===== config.mk =====
export PLATFORM = sky130hd
export DESIGN_NAME = reg_read_stage
export DESIGN_NICKNAME = d
export VERILOG_FILES = /design/src/rtl/reg_read_stage.sv
export SDC_FILE = /design/constraint.sdc
export NUM_CORES = 2
export LEC_CHECK = 0
export CORE_ASPECT_RATIO = 1.1
export CORE_MARGIN = 5
export CORE_UTILIZATION = 62
export CTS_CLUSTER_DIAMETER = 40
export DETAILED_ROUTE_END_ITERATION = 10
export MAX_ROUTING_LAYER = met4
export PLACE_DENSITY_LB_ADDON = 0.08
export SYNTH_ARGS = -nofsm -noshare
export SYNTH_HDL_FRONTEND = slang
export SYNTH_SLANG_ARGS = --single-unit

===== constraint.sdc =====
create_clock -name clk -period 3.5 [get_ports clk]
set_input_delay 0.7 -clock clk [delete_from_list [all_inputs] [get_ports clk]]
set_output_delay 0.7 -clock clk [all_outputs]
set_load 0.1 [all_outputs]

===== src/rtl/reg_read_stage.sv =====
// reg_read_stage: operand fetch with a 32 x XLEN register file (x0 = 0) and a pending-bit RAW scoreboard.
// Define REG_READ_STAGE_BYPASS_EN to forward same-cycle write-back data into the fetched operands.
module reg_read_stage #(
  parameter int XLEN       = 32,
  parameter int REG_NUM    = 32,
  parameter int REG_ADDR_W = 5
) (
  input  logic                  clk,
  input  logic                  rst,
  input  logic                  in_valid,
  output logic                  in_ready,
  input  logic [XLEN-1:0]       in_inst,
  output logic                  out_valid,
  input  logic                  out_ready,
  output logic [XLEN-1:0]       out_inst,
  output logic [XLEN-1:0]       out_rs1,
  output logic [XLEN-1:0]       out_rs2,
  input  logic                  wb_valid,
  input  logic [REG_ADDR_W-1:0] wb_addr,
  input  logic [XLEN-1:0]       wb_data,
  output logic [REG_NUM-1:0]    pending
);

  // Handshake: a transfer happens on a posedge where valid && ready. out_valid never depends on
  // out_ready, and a presented bundle holds every output stable until it is taken.
  localparam logic [6:0] OP_REG = 7'b0110011;

  logic [XLEN-1:0]       rf_q [REG_NUM];
  logic [REG_NUM-1:0]    pending_q, pending_d;
  logic                  out_valid_q, out_valid_d;
  logic [XLEN-1:0]       out_inst_q, out_inst_d;
  logic [XLEN-1:0]       out_rs1_q, out_rs1_d;
  logic [XLEN-1:0]       out_rs2_q, out_rs2_d;

  logic [REG_ADDR_W-1:0] rs1, rs2, rd;
  logic [6:0]            opcode;
  logic                  fwd1, fwd2;
  logic                  hazard;
  logic                  accept;
  logic                  wb_en;
  logic [XLEN-1:0]       rs1_val, rs2_val;

  assign rs1    = in_inst[19:15];
  assign rs2    = in_inst[24:20];
  assign rd     = in_inst[11:7];
  assign opcode = in_inst[6:0];

`ifdef REG_READ_STAGE_BYPASS_EN
  assign fwd1 = wb_valid && (wb_addr == rs1) && (rs1 != '0);
  assign fwd2 = wb_valid && (wb_addr == rs2) && (rs2 != '0);
`else
  assign fwd1 = 1'b0;
  assign fwd2 = 1'b0;
`endif

  // Both source fields are checked regardless of opcode; this only ever costs extra stalls.
  assign hazard = ((rs1 != '0) && pending_q[rs1] && !fwd1) ||
                  ((rs2 != '0) && pending_q[rs2] && !fwd2);
  assign in_ready = !rst && !hazard && (!out_valid_q || out_ready);
  assign accept   = in_valid && in_ready;
  assign wb_en    = wb_valid && (wb_addr != '0);

  assign rs1_val = (rs1 == '0) ? '0 : (fwd1 ? wb_data : rf_q[rs1]);
  assign rs2_val = (rs2 == '0) ? '0 : (fwd2 ? wb_data : rf_q[rs2]);

  always_comb begin
    out_valid_d = out_valid_q;
    out_inst_d  = out_inst_q;
    out_rs1_d   = out_rs1_q;
    out_rs2_d   = out_rs2_q;
    pending_d   = pending_q;
    if (accept) begin
      out_valid_d = 1'b1;
      out_inst_d  = in_inst;
      out_rs1_d   = rs1_val;
      out_rs2_d   = rs2_val;
    end else if (out_ready) begin
      out_valid_d = 1'b0;
    end
    if (wb_en) pending_d[wb_addr] = 1'b0;
    // Set after clear so a new producer of the same register keeps it pending.
    if (accept && (opcode == OP_REG) && (rd != '0)) pending_d[rd] = 1'b1;
  end

  always_ff @(posedge clk) begin
    if (rst) begin
      out_valid_q <= 1'b0;
      out_inst_q  <= '0;
      out_rs1_q   <= '0;
      out_rs2_q   <= '0;
      pending_q   <= '0;
      for (int i = 0; i < REG_NUM; i++) rf_q[i] <= '0;
    end else begin
      out_valid_q <= out_valid_d;
      out_inst_q  <= out_inst_d;
      out_rs1_q   <= out_rs1_d;
      out_rs2_q   <= out_rs2_d;
      pending_q   <= pending_d;
      if (wb_en) rf_q[wb_addr] <= wb_data;
    end
  end

  assign out_valid = out_valid_q;
  assign out_inst  = out_inst_q;
  assign out_rs1   = out_rs1_q;
  assign out_rs2   = out_rs2_q;
  assign pending   = pending_q;

endmodule


==> impl_metrics.env <==
export IMPL_cts_tree="done"
export IMPL_peakVddDrop_mv=0.502
export IMPL_grt_overflow_total=0
export IMPL_cp_required_ps=2800
export IMPL_p_leak_nw=25.1
export IMPL_cp_start_kind="flip-flop"
export IMPL_antenna_left=0
export IMPL_slew_headroom_pct=16.6
export IMPL_clock_skew_ps=22.1
export IMPL_die_width_um=307
export IMPL_ctsHoldBuffers=0
export IMPL_period_minus_slack_ps=3350
export IMPL_finalSetupViolations=0
export IMPL_top_layer="met4"
export IMPL_cts_root_buf="clkbuf_16"
export IMPL_fmax_ghz=0.298
export IMPL_vias_per_cell=6.95
export IMPL_nFillCells=6113
export IMPL_drv_cap=0
export IMPL_outcome="completed"
export IMPL_drcViolationCount=0
export IMPL_clkTransAtPathRegs_ps=50
export IMPL_core_area_um2=96000
export IMPL_synth_most_common_cell="edfxtp_1"
export IMPL_clockBufferDepth=3
export IMPL_dieArea_um2=103000
export IMPL_die_y_um=336
export IMPL_route_vias_total=40100
export IMPL_crit_arrival_ps=2650
export IMPL_hold_path_class="input port to flip-flop"
export IMPL_grt_pass1_wl_um=281000
export IMPL_initial_utilization_pct=62.6
export IMPL_grt_pass1_vias=40100
export IMPL_ys_types=50
export IMPL_clock_sinks=1153
export IMPL_nets=4434
export IMPL_synthFlopType="edfxtp_1"
export IMPL_synth_edf_count=1024
export IMPL_async_flop_share_pct=0
export IMPL_final_cells=5769
export IMPL_critPathKind="flip-flop to output pin"
export IMPL_drive_gt1_share_pct=25.7
export IMPL_post_route_util_pct=72.6
export IMPL_wl_met1_um=67800
export IMPL_wire_per_inst_um=34.2
export IMPL_cts_buffers=149
export IMPL_gp_congestion=0.975
export IMPL_port_buffers=203
export IMPL_hold_viol_final=0
export IMPL_finalWirelength_um=197000
export IMPL_path_max_fanout=4
export IMPL_p_total_w=0.0363
export IMPL_post_route_period_util_pct=95.8
export IMPL_slew_viol_final=0
export IMPL_worstMarginPinSlew_ps=1250
export IMPL_io_pins=204
export IMPL_syn_to_final_growth_pct=16.0
export IMPL_detail_route_iter0_violations=5796
export IMPL_insertion_delay_ps=770
export IMPL_drtPass1Iterations=8
export IMPL_dr_wl_met3_um=26500
export IMPL_wl_met2_um=90100
export IMPL_synth_common_cells="1,024 x edfxtp_1, 996 x and2_1, 490 x mux4_2"
export IMPL_yosys_area_top_type_share_pct=51.2
export IMPL_dpl_cell_count=5478
export IMPL_powerDensity_nw_per_um2=520
export IMPL_synthesis_area_um2=60100
export IMPL_antenna_found_initial=21
export IMPL_grt_max_degree=82
export IMPL_tns_ps=0
export IMPL_h_tree_depth=4
export IMPL_rows=119
export IMPL_synth_area_leaders="edfxtp_1 51%, mux4_2 18%, and2_1 10%"
export IMPL_yosys_warnings=0
export IMPL_dp_hpwl_um=115000
export IMPL_yosysSeqAreaShare_pct=55.5
export IMPL_synth_area_per_cell_um2=14.4
export IMPL_synthCells=4184
export IMPL_gr_usage_all_layers_pct=39.3
export IMPL_synth_seq_cells=1153
export IMPL_rsz0062_at_grt="false"
export IMPL_cp_end_kind="output pin"
export IMPL_yosys_area_top_type="edfxtp_1"
## metal layers
| metal | up-vias | GRT usage [%] |
|---|---|---|
| li1 | 16200 | - |
| met1 | 20100 | 50.2 |
| met2 | 3120 | 58.2 |
| met3 | 653 | 10.8 |
| met4 | 0 | 21.3 |
| met5 | - | - |
## through the flow
stage	setup WS [ps]	hold slack, ps	instance area (um^2)
after global routing	37.4	409	69700
final	148	422	69700
after CTS	80.2	388	69700
after floorplan	64.5	806	60200
after global placement	231	462	64700
after detailed placement	235	466	64700
## worst max-delay path, stage by stage (launching register included)
cell and delay [ps]:
dfxtp_1 360, mux4_2 490, nand2_1 80, a21oi_1 90, nor4_2 430, o22a_1 250, buf_12 180
## final cells by class
cell class	instances	area (um^2)	area share (%)
clock buffer	179	3890	5.58
timing repair buffer	421	4570	6.55
multi-input combinational	2597	25000	35.9
tap	1270	1590	2.28
inverter	38	148	0.212
sequential	1153	33300	47.8
antenna	18	45.0	0.0646
clock inverter	93	1110	1.60
## kinds of logic after synthesis
logic type / Yosys count / share of synthesized area [%]
buffers and inverters: 465 / 3.29
multiplexers: 796 / 23.6
AO/OA/AOI/OAI: 293 / 3.41
other: 1 / 0.00624
flip-flops: 1153 / 55.5
AND/OR/NAND/NOR: 1476 / 14.2
## registers in the layout (all words and copies together) (netlist names)
signal and count:
out_inst 32, out_rs1 32, out_rs2 32, out_valid 1, pending 32, rf_q 1024
## cell usage in the layout (no fill, tap or decap), types with 10 or more instances in the layout
| master | n |
|---|---|
| a21oi_1 | 45 |
| a221o_1 | 10 |
| a221oi_1 | 41 |
| and2_1 | 996 |
| buf_12 | 87 |
| buf_4 | 206 |
| bufinv_16 | 16 |
| clkbuf_1 | 26 |
| clkbuf_16 | 150 |
| clkdlybuf4s50_1 | 118 |
| clkinv_1 | 18 |
| clkinv_2 | 17 |
| clkinvlp_4 | 16 |
| conb_1 | 32 |
| dfxtp_1 | 129 |
| diode_2 | 18 |
| edfxtp_1 | 1024 |
| inv_2 | 23 |
| inv_6 | 10 |
| mux2_1 | 14 |
| mux2_2 | 51 |
| mux2i_1 | 241 |
| mux4_2 | 490 |
| nand2_1 | 99 |
| nand2b_1 | 53 |
| nand3_1 | 38 |
| nor2_1 | 121 |
| nor2_2 | 26 |
| nor2b_1 | 59 |
| nor3_1 | 45 |
| o211ai_1 | 17 |
| o21ai_0 | 69 |
| o221ai_1 | 60 |
| o22ai_1 | 22 |
## what timing repair did
action,4_1_cts,5_1_grt
gates resized for setup,1,0
pin swaps,0,1
setup endpoints to repair,1,1
setup buffers,0,1
hold endpoints to repair,0,0
## report_power, final
| part | leakage (nW) | switching (W) | total (W) | internal, W |
|---|---|---|---|---|
| logic | 11.8 | 0.00284 | 0.00467 | 0.00182 |
| registers | 10.8 | 0.000423 | 0.0162 | 0.0158 |
| clock network | 2.40 | 0.00618 | 0.0154 | 0.00924 |
## worst paths after layout
kind / endpoint / slack (ps) / cells past startpoint / start
max: in_ready / 150 / 6 / pending[13]
max reg2reg: out_rs2[12] / 850 / 9 / pending[17]
min: out_rs2[18] / 420 / 3 / rst
min reg2reg: out_inst[15] / 480 / 2 / out_inst[15]
No activity file was read; power rests on OpenSTA's default activity.
